[config.mk]
export PLATFORM = sky130hd
export DESIGN_NAME = pc_redirect_ctrl
export DESIGN_NICKNAME = d
export VERILOG_FILES = /design/src/rtl/pc_redirect_ctrl.sv
export SDC_FILE = /design/constraint.sdc
export NUM_CORES = 1
export LEC_CHECK = 0
export ABC_AREA = 1
export BUFFER_PORTS_ARGS = -buffer_cell sky130_fd_sc_hd__buf_4
export CORE_ASPECT_RATIO = 1.5
export CORE_UTILIZATION = 48
export CTS_CLUSTER_DIAMETER = 150
export CTS_CLUSTER_SIZE = 25
export DETAILED_ROUTE_END_ITERATION = 8
export PLACE_DENSITY = 0.87
export SYNTH_ARGS = -nofsm -noshare
export SYNTH_HDL_FRONTEND = slang
export SYNTH_SLANG_ARGS = --single-unit
[constraint.sdc]
create_clock -name clk -period 5.3 [get_ports clk]
set_clock_uncertainty 0.1 [all_clocks]
set_input_delay 1.325 -clock clk [delete_from_list [all_inputs] [get_ports clk]]
set_output_delay 1.325 -clock clk [all_outputs]
set_load 0.02 [all_outputs]
[src/rtl/pc_redirect_ctrl.sv]
`default_nettype none
// +----------------------------------------------------------------------------+
// | pc_redirect_ctrl: fetch-PC sequencer (boot, irq entry, mret, jump, stall).  |
// | Optional stall counter output enabled by `define PC_CTRL_STALL_CNT_EN.      |
// | Revision: 1.0                                                               |
// +----------------------------------------------------------------------------+
module pc_redirect_ctrl #(
    parameter logic [31:0] RESET_PC    = 32'h0000_0000,
    parameter int unsigned BOOT_CYCLES = 4
) (
    input  logic        clk,
    input  logic        rstn,
    input  logic        hzd_stall,
    input  logic        alu_jump_req,
    input  logic [31:0] jump_pc,
    input  logic        irq_req,
    output logic        irq_ack,
    input  logic [31:0] trap_vec,
    input  logic        mret_req,
    input  logic [31:0] mepc,
    input  logic [31:0] cur_pc,
    output logic        epc_we,
    output logic [31:0] epc_out,
    output logic        ctrl_pc_stall,
    output logic [1:0]  ctrl_pc_jump_sel,
    output logic [31:0] ctrl_pc,
    output logic        in_trap
`ifdef PC_CTRL_STALL_CNT_EN
    ,
    output logic [31:0] stall_cnt
`endif
);

    localparam int unsigned BOOT_LAST = (BOOT_CYCLES > 0) ? BOOT_CYCLES - 1 : 0;
    localparam int unsigned CNT_W     = (BOOT_LAST > 0) ? $clog2(BOOT_LAST + 1) : 1;

    localparam logic [1:0] SEL_LOAD = 2'b00;
    localparam logic [1:0] SEL_JUMP = 2'b01;
    localparam logic [1:0] SEL_SEQ  = 2'b10;

    localparam logic KIND_JUMP = 1'b0;
    localparam logic KIND_MRET = 1'b1;

    typedef enum logic [0:0] {
        ST_BOOT = 1'b0,
        ST_RUN  = 1'b1
    } state_t;

    state_t             state_q, state_d;
    logic [CNT_W-1:0]   boot_cnt_q, boot_cnt_d;
    logic               pend_vld_q, pend_vld_d;
    logic               pend_kind_q, pend_kind_d;
    logic [31:0]        pend_pc_q, pend_pc_d;
    logic               in_trap_q, in_trap_d;
    logic               boot_done;
    logic               new_req;
    logic               new_kind;
    logic [31:0]        new_pc;

    assign boot_done = (boot_cnt_q == CNT_W'(BOOT_LAST));

    // mret outranks a jump when both arrive together and one must be kept
    assign new_req  = mret_req | alu_jump_req;
    assign new_kind = mret_req ? KIND_MRET : KIND_JUMP;
    assign new_pc   = mret_req ? mepc : jump_pc;

    always_comb begin
        state_d          = state_q;
        boot_cnt_d       = boot_cnt_q;
        pend_vld_d       = pend_vld_q;
        pend_kind_d      = pend_kind_q;
        pend_pc_d        = pend_pc_q;
        in_trap_d        = in_trap_q;
        ctrl_pc_stall    = 1'b1;
        ctrl_pc_jump_sel = SEL_LOAD;
        ctrl_pc          = RESET_PC;
        irq_ack          = 1'b0;
        epc_we           = 1'b0;
        epc_out          = 32'h0;

        case (state_q)
            ST_BOOT: begin
                if (boot_done) begin
                    ctrl_pc_stall = 1'b0;
                    state_d       = ST_RUN;
                end else begin
                    boot_cnt_d = boot_cnt_q + CNT_W'(1);
                end
            end
            ST_RUN: begin
                ctrl_pc_stall    = 1'b0;
                ctrl_pc_jump_sel = SEL_SEQ;
                if (pend_vld_q && !hzd_stall) begin
                    // replay the deferred redirect; a fresh request becomes the next pending
                    ctrl_pc_jump_sel = SEL_LOAD;
                    ctrl_pc          = pend_pc_q;
                    pend_vld_d       = new_req;
                    if (new_req) begin
                        pend_kind_d = new_kind;
                        pend_pc_d   = new_pc;
                    end
                    if (pend_kind_q == KIND_MRET) begin
                        in_trap_d = 1'b0;
                    end
                end else if (hzd_stall) begin
                    ctrl_pc_stall = 1'b1;
                    if (new_req && (!pend_vld_q || new_kind == KIND_MRET ||
                                    pend_kind_q == KIND_JUMP)) begin
                        pend_vld_d  = 1'b1;
                        pend_kind_d = new_kind;
                        pend_pc_d   = new_pc;
                    end
                end else if (irq_req && !in_trap_q) begin
                    ctrl_pc_jump_sel = SEL_LOAD;
                    ctrl_pc          = trap_vec;
                    irq_ack          = 1'b1;
                    epc_we           = 1'b1;
                    epc_out          = alu_jump_req ? jump_pc : cur_pc;
                    in_trap_d        = 1'b1;
                end else if (mret_req) begin
                    ctrl_pc_jump_sel = SEL_LOAD;
                    ctrl_pc          = mepc;
                    in_trap_d        = 1'b0;
                end else if (alu_jump_req) begin
                    ctrl_pc_jump_sel = SEL_JUMP;
                end
            end
            default: begin
                state_d = ST_BOOT;
            end
        endcase
    end

    always_ff @(posedge clk or negedge rstn) begin
        if (!rstn) begin
            state_q     <= ST_BOOT;
            boot_cnt_q  <= '0;
            pend_vld_q  <= 1'b0;
            pend_kind_q <= KIND_JUMP;
            pend_pc_q   <= 32'h0;
            in_trap_q   <= 1'b0;
        end else begin
            state_q     <= state_d;
            boot_cnt_q  <= boot_cnt_d;
            pend_vld_q  <= pend_vld_d;
            pend_kind_q <= pend_kind_d;
            pend_pc_q   <= pend_pc_d;
            in_trap_q   <= in_trap_d;
        end
    end

    assign in_trap = in_trap_q;

`ifdef PC_CTRL_STALL_CNT_EN
    logic [31:0] stall_cnt_q, stall_cnt_d;

    always_comb begin
        stall_cnt_d = stall_cnt_q;
        if (state_q == ST_RUN && ctrl_pc_stall && stall_cnt_q != 32'hFFFF_FFFF) begin
            stall_cnt_d = stall_cnt_q + 32'd1;
        end
    end

    always_ff @(posedge clk or negedge rstn) begin
        if (!rstn) begin
            stall_cnt_q <= 32'h0;
        end else begin
            stall_cnt_q <= stall_cnt_d;
        end
    end

    assign stall_cnt = stall_cnt_q;
`endif

endmodule
`default_nettype wire
# --- Word-level counts from Yosys, hierarchy flattened ---
# Cells that the tools add are included.
totals:
  inputBits: 134
  ff_bits: 38
classes:
  eq_ne: 4
  bitwise: 4
  addsub: 1
  n_mux: 44
  reduce_logical: 15
ops:
  columns: ["cell", "count"]
  rows:
  - ["$mux 32", 15]
  - ["$mux 1", 22]
  - ["$mux 2", 6]
  - ["$reduce_and 4->1", 2]
  - ["$ne 2x2->1 const B", 2]
  - ["$reduce_bool 2->1", 2]
  - ["$logic_and 1x1->1", 3]
  - ["$logic_not 1->1", 3]
  - ["$not 1->1", 3]
  - ["$reduce_and 3->1", 1]
  - ["$reduce_bool 3->1", 1]
  - ["$add 2x1->2 const B", 1]
  - ["$eq 2x2->1 const B", 1]
  - ["$logic_or 1x1->1", 2]
  - ["$ne 2x1->1 const B", 1]
  - ["$pmux 1 s2", 1]
  - ["$reduce_and 2->1", 1]
  - ["$or 1x1->1", 1]

# --- Logic depth before layout (Yosys ltp) ---
# Gate-level depths: netlist of the first run.
logic_depth:
  word_depth: 7
  depth_mapped: 7
  ltp_nobuf: 6

# --- Worst setup path before layout of the first run ---
# OpenSTA, ideal clock, no wires.
synth_path:
  kind: "in2out"
  startpoint: "in irq_req"
  endpoint: "out epc_out[23]"
  path_slack_ns: 1.553
  cell_stages: 6
  t_arrival_ns: 2.322
  required_time_ns: 3.875
  path_cell_list: "buf_2 nand2_1 inv_1 nand3_2 buf_2 a21oi_1"
synth_between:
  elab_chain_cells: 5
synth_rtl:
  columns: ["item", "line_no", "source"]
  rows:
  - ["start, declared", "16", "input logic irq_req,"]
  - ["$logic_and 1x1->1", "113", "end else if (irq_req && !in_trap_q) begin"]
  - ["$mux 32", "113", null]
  - ["$mux 32", "105", "end else if (hzd_stall) begin"]
  - ["$mux 32", "93", "if (pend_vld_q && !hzd_stall) begin"]
  - ["$mux 32", "81", "case (state_q)"]
  - ["end, declared", "23", "output logic [31:0] epc_out,"]
# No other way between the ends.

# --- Worst setup path in the final report of the first run ---
layout_path:
  startpoint: "in irq_req"
  endpoint: "out epc_out[20]"
# The elaborated chain is that of the path after synthesis.

==> results of run 1 <==
## synth_stat cells
library cell	instances
nand3_1	67
nor2_4	1
nor2_1	3
nor2_8	1
nand2_1	302
buf_4	3
buf_2	23
dfrtp_1	38
clkinv_1	1
nand4_2	1
inv_2	3
inv_1	38
o22ai_1	1
o21ai_0	1
nor3_1	1
a21oi_1	64
nand2_2	1
buf_6	3
nand4_1	32
clkbuf_1	18
ha_1	1
xor2_1	1
buf_1	2
nand3_2	1
nand3_4	1
## power by group
part / switching, W / leakage, nW / internal [W]
registers: 0.0000279 / 0.455 / 0.000336
logic: 0.000286 / 2.38 / 0.000199
clock network: 0.0000959 / 0.0383 / 0.0000906
total: 0.000410 / 2.87 / 0.000626
## critical path, cell delays in order
cell and delay [ps]:
buf_4 330, nand2_1 130, inv_1 120, nand3_2 580, a21oi_1 380, buf_4 190
## registers in the layout, indices dropped and copies added (netlist names)
signal,count
pend_vld_q,1
pend_pc_q,32
in_trap,1
boot_cnt_q,2
pend_kind_q,1
state_q,1
## layer usage
layer / vias to the layer above / global-route usage [%] / wire [um]
li1: 2279 / - / -
met1: 2173 / 38.5 / 4770
met2: 253 / 61.4 / 6840
met3: 29 / 4.08 / 893
met4: 0 / 16.3 / 293
met5: - / 0 / 0
## per-stage QoR
| stage | cell area (um2) | setup slack [ps] | instances |
|---|---|---|---|
| 6_report | 4960 | 788 | 852 |
| 5_1_grt | 4960 | 614 | 852 |
| 4_1_cts | 4960 | 819 | 852 |
| 3_5_place_dp | 4880 | 829 | 845 |
| 3_3_place_gp | 4880 | 928 | 845 |
| 2_1_floorplan | 3470 | 1550 | 608 |
## worst max-delay path by stage
stage	startpoint	end	slack [ps]	depth (start not counted)
global placement	irq_req	epc_out[4]	930	6
finish	irq_req	epc_out[20]	790	6
CTS	irq_req	epc_out[20]	820	6
detailed placement	irq_req	epc_out[20]	830	6
floorplan	irq_req	epc_out[23]	1550	6
global route	irq_req	epc_out[14]	610	6
## kinds of logic (layout without fill, tap and decap cells)
kind of cell / count (synthesis) / after routing / synth area share (%)
flops: 38 / 38 / 27.4
buf+inv: 91 / 257 / 11.6
xor+xnor: 1 / 1 / 0.252
compound gates: 66 / 66 / 9.55
fa+ha+maj: 1 / 1 / 0.360
simple gates: 411 / 411 / 50.8
## layout make-up
class / instances / share of cell area (%)
clock buffer: 7 / 1.54
inverter: 42 / 3.18
multi-input combinational: 479 / 42.7
sequential: 38 / 19.2
tap: 78 / 1.97
timing repair buffer: 208 / 31.5
==> impl_metrics.py, run 1 <==
metrics = {
    "status": {
        "status": "finished, final reports clean",
    },
    "hold_path": {
        "whs_path_depth": 2,
        "worstHoldStart": "pend_pc_q[11]$_DFFE_PN0P_",
        "hp-class": "reg -> reg",
        "min_to": "pend_pc_q[11]$_DFFE_PN0P_",
    },
    "route": {
        "drtIter0Drc": 385,
        "wl_per_cell_um": 15.0,
        "num_vias": 4734,
        "antenna_left": 0,
        "drt_first_pass_iters": 5,
        "wl_um": 12800,
        "drc": 0,
        "vias_per_cell": 5.56,
    },
    "sta": {
        "whs_ps": 377,
        "worst_pin_slew_ps": 1060,
        "setup_viol": 0,
        "fmax_ghz": 0.222,
        "maxSlewHeadroom_pct": 29.2,
        "fin_crit_ps": 4510,
        "fin_tns_setup_ps": 0,
        "drv_slew": 0,
        "finalCritPeriodShare_pct": 85.1,
        "rsz0062_at_grt": "no",
        "hold_viol_final": 0,
    },
    "logic_synthesis": {
        "netlist_instances": 608,
        "synth.ff_latch_count": 38,
        "yosysWarnings": 0,
        "yosysTopAreaCell": "nand2_1",
        "synth_top_area_share_pct": 32.7,
        "synth.area.top_cells": "nand2_1, dfrtp_1, nand3_1",
        "ys_seq_area_share_pct": 27.4,
        "syn_avg_cell_area_um2": 5.71,
        "yosysUniqueCellTypes": 25,
        "synthesis.nets": 743,
        "syn_area_mm2": 0.00347,
    },
    "setup_path": {
        "r2r_cells": 5,
        "rrSetupSlack_ps": 2780,
        "crit_required_ps": 3880,
        "crit_type": "in -> out",
        "start_kind": "input port",
        "crit_arrival_ps": 3090,
        "path_max_fanout": 34,
        "reg2reg_to": "in_trap$_DFFE_PN0P_",
        "timing.rr.start": "in_trap$_DFFE_PN0P_",
        "end_kind": "output pin",
    },
    "final_layout": {
        "final_common_cell": "nand2_1",
        "final_cell_mix": "nand2_1, buf_4, nand3_1, a21oi_1",
        "n_fill_cell": 631,
        "antenna_cells": 0,
        "fin_util_pct": 71.4,
        "multiInputGateArea_mm2": 0.00212,
        "fin_nets": 909,
        "seq_area_um2": 951,
        "areaGrowthSynthToFinish_pct": 42.9,
        "drive_gt1_share_pct": 28.7,
    },
    "pwr": {
        "p_leak_nw": 2.87,
        "vdd_drop_max_v": 0.000141,
        "totalPowerFinal_w": 0.00104,
        "powerDensity_mw_per_mm2": 209,
    },
    "global_route": {
        "grt_usage_pct": 33.8,
        "grt_pass1_vias": 4550,
        "overflow": 0,
        "antenna_found_initial": 0,
        "grt_max_degree": 39,
        "grt_pass1_wl_um": 20300,
    },
    "floorplan": {
        "die_x_um": 71.4,
        "io_pins": 204,
        "core_area_mm2": 0.00694,
        "rows": 37,
        "start_util_pct": 50.0,
        "die-area_mm2": 0.00758,
        "die_y_um": 106,
    },
    "clocking": {
        "numCtsBuffers": 5,
        "clockRootBuffer": "clkbuf_8",
        "cts_resized": 0,
        "cts.reportedPaths.clkPinSlew_ps": 70,
        "postCtsSetupBuffers": 0,
        "clk_latency_ps": 290,
        "clockBufferDepth": 2,
        "htreeDepth": 2,
        "cts_num_sinks": 38,
        "hold_buffers": 0,
        "tritoncts": "built",
    },
    "job": {
        "cap_viol_max_count": 0,
    },
    "placement": {
        "hpwl_um": 8420,
        "io_buffers": 203,
        "place_congestion": 0.822,
    },
}
Power figures use the tool's default switching activity.
==> inputs of run 2 (changes only) <==
REMOVE_ABC_BUFFERS = 1   (was not set)
==> run 2 against run 1 <==
Die area stayed put. Sequential cell count stayed put. Setup slack better by 33 ps. Maximum frequency is 0.73% higher. Register-to-register slack better by 160 ps. Non-clock buffer count stayed put. Clock power is 10% higher. Utilization is 0.22 points higher. Global-route usage is 0.29 points lower. Worst hold slack worse by 3.3 ps. Critical path type unchanged. Routed wire length is 1.0% higher. Critical path depth stayed put. Highest routed layer unchanged.
==> impl_metrics.py, run 2 (same netlist as run 1, synthesis figures left out) <==
metrics = {
    "setup_path": {
        "crit_chain": "buf_4 -> nand2_1 -> inv_1 -> nand3_2 -> a21oi_1 -> buf_4",
        "crit_slowest_cell": "nand3_2",
        "end_kind": "output pin",
        "cpPeakStageDelay_ps": 580,
        "crit_type": "in -> out",
        "crit_required_ps": 3880,
        "start_kind": "input port",
        "path_max_fanout": 34,
        "worst_path_most_repeated_cell": "buf_4",
        "crit_arrival_ps": 3050,
    },
    "global_route": {
        "overflow": 0,
        "grt_pass1_wl_um": 20400,
        "grt_max_degree": 39,
        "grt_usage_pct": 33.5,
        "grt_pass1_vias": 4569,
        "antenna_found_initial": 0,
    },
    "sta": {
        "fin_crit_ps": 4480,
        "hold_viol_final": 0,
        "fmax_ghz": 0.223,
        "worst_slack_ps": 821,
        "whs_ps": 373,
        "finalCritPeriodShare_pct": 84.5,
        "maxSlewHeadroom_pct": 32.5,
        "fin_tns_setup_ps": 0,
        "setup_viol": 0,
        "rsz0062_at_grt": "no",
        "worst_pin_slew_ps": 1010,
        "drv_slew": 0,
    },
    "route": {
        "drtIter0Drc": 327,
        "num_vias": 4776,
        "antenna_left": 0,
        "drt_first_pass_iters": 4,
        "met1Wirelength_um": 4870,
        "dr_wl_met2_um": 6900,
        "wl_um": 12900,
        "wl_per_cell_um": 15.2,
        "wl_met3_um": 835,
        "topRoutingLayerUsed": "met4",
        "drc": 0,
        "vias_per_cell": 5.60,
    },
    "pwr": {
        "switching_share_pct": 39.4,
        "p_leak_nw": 2.88,
        "powerDensity_mw_per_mm2": 213,
        "p_sw_w": 0.000416,
        "p_clk_share_pct": 19.4,
        "internal_power_w": 0.000641,
        "p_comb_share_pct": 46.2,
        "seq_power_share_pct": 34.4,
        "totalPowerFinal_w": 0.00106,
        "vdd_drop_max_v": 0.000192,
    },
    "final_layout": {
        "reg.largest.list": "pend_pc_q (32), boot_cnt_q (2)",
        "final_cell_mix": "nand2_1, buf_4, nand3_1, a21oi_1",
        "fin_nets": 909,
        "largest_register_ffs": 32,
        "drive_gt1_share_pct": 28.9,
        "final_common_cell": "nand2_1",
        "n_fill_cell": 624,
        "antenna_cells": 0,
        "areaGrowthSynthToFinish_pct": 43.3,
        "regMostFlops": "pend_pc_q",
    },
    "floorplan": {
        "die-area_mm2": 0.00758,
        "die_y_um": 106,
        "rows": 37,
        "start_util_pct": 50.0,
        "core_area_mm2": 0.00694,
        "die_x_um": 71.4,
        "io_pins": 204,
    },
    "placement": {
        "place_congestion": 0.889,
        "hpwl_um": 8670,
        "place_ws_ps": 854,
        "io_buffers": 203,
    },
    "clocking": {
        "hold_buffers": 0,
        "cts.reportedPaths.clkPinSlew_ps": 70,
        "htreeDepth": 2,
        "clockRootBuffer": "clkbuf_8",
        "clockBufferDepth": 2,
        "numCtsBuffers": 5,
        "cts_num_sinks": 38,
        "clk_latency_ps": 290,
        "tritoncts": "built",
        "cts_resized": 0,
        "postCtsSetupBuffers": 0,
    },
    "hold_path": {
        "hp-class": "reg -> reg",
    },
    "job": {
        "cap_viol_max_count": 0,
    },
    "status": {
        "status": "finished, final reports clean",
    },
}
==> run 2: changes by cell type in the layout (fill, tap and decap cells not counted), sizes merged <==
cell    previous run  this run
clkinv             1         2
==> run 2: critical path: cells and delay by family <==
family	cells	cell delay, ps
AO/OA/AOI/OAI	1	380
buffers and inverters	3	630
AND/OR/NAND/NOR	2	700
==> run 2: layout make-up <==
class / instances / area (um2) / share of cell area (%)
multi-input combinational: 479 / 2120 / 42.5
clock inverter: 1 / 5.00 / 0.101
sequential: 38 / 951 / 19.1
clock buffer: 7 / 86.3 / 1.74
tap: 78 / 97.6 / 1.96
inverter: 42 / 158 / 3.17
timing repair buffer: 208 / 1560 / 31.4
==> run 2: power by group through the flow <==
stage | combinational (W) | sequential (W) | clock (W)
after global routing | 0.000533 | 0.000369 | 0.000224
final | 0.000488 | 0.000364 | 0.000205
after CTS | 0.000485 | 0.000363 | 0.000211
after detailed placement | 0.000484 | 0.000367 | 0
after global placement | 0.000472 | 0.000366 | 0
after floorplan | 0.000255 | 0.000363 | 0
==> run 2: stage by stage <==
stage	area, um2	std cells	utilization, %
after floorplan	3220	559	-
after global placement	4880	845	70.3
after detailed placement	4880	845	70.3
after CTS	4970	853	71.6
after global routing	4970	853	71.6
final	4970	853	71.6
==> run 2: path summary, 6_finish.rpt <==
path	from	endpoint	slack [ps]	cells after the start
setup / recovery	irq_req	epc_out[10]	820	6
hold / removal	pend_pc_q[9]$_DFFE_PN0P_	pend_pc_q[9]$_DFFE_PN0P_	370	2
setup reg to reg	pend_vld_q$_DFFE_PN0P_	pend_pc_q[22]$_DFFE_PN0P_	2940	4
hold reg to reg	pend_pc_q[9]$_DFFE_PN0P_	pend_pc_q[9]$_DFFE_PN0P_	370	2
max in group asynchronous	rstn	pend_pc_q[2]$_DFFE_PN0P_	3840	1
min in group asynchronous	rstn	pend_pc_q[7]$_DFFE_PN0P_	900	1
==> run 2: per-layer routing <==
metal	global-route usage (%)	vias up
met5	0	-
met4	12.4	0
met3	4.55	39
met2	62.0	233
met1	38.3	2221
li1	-	2283
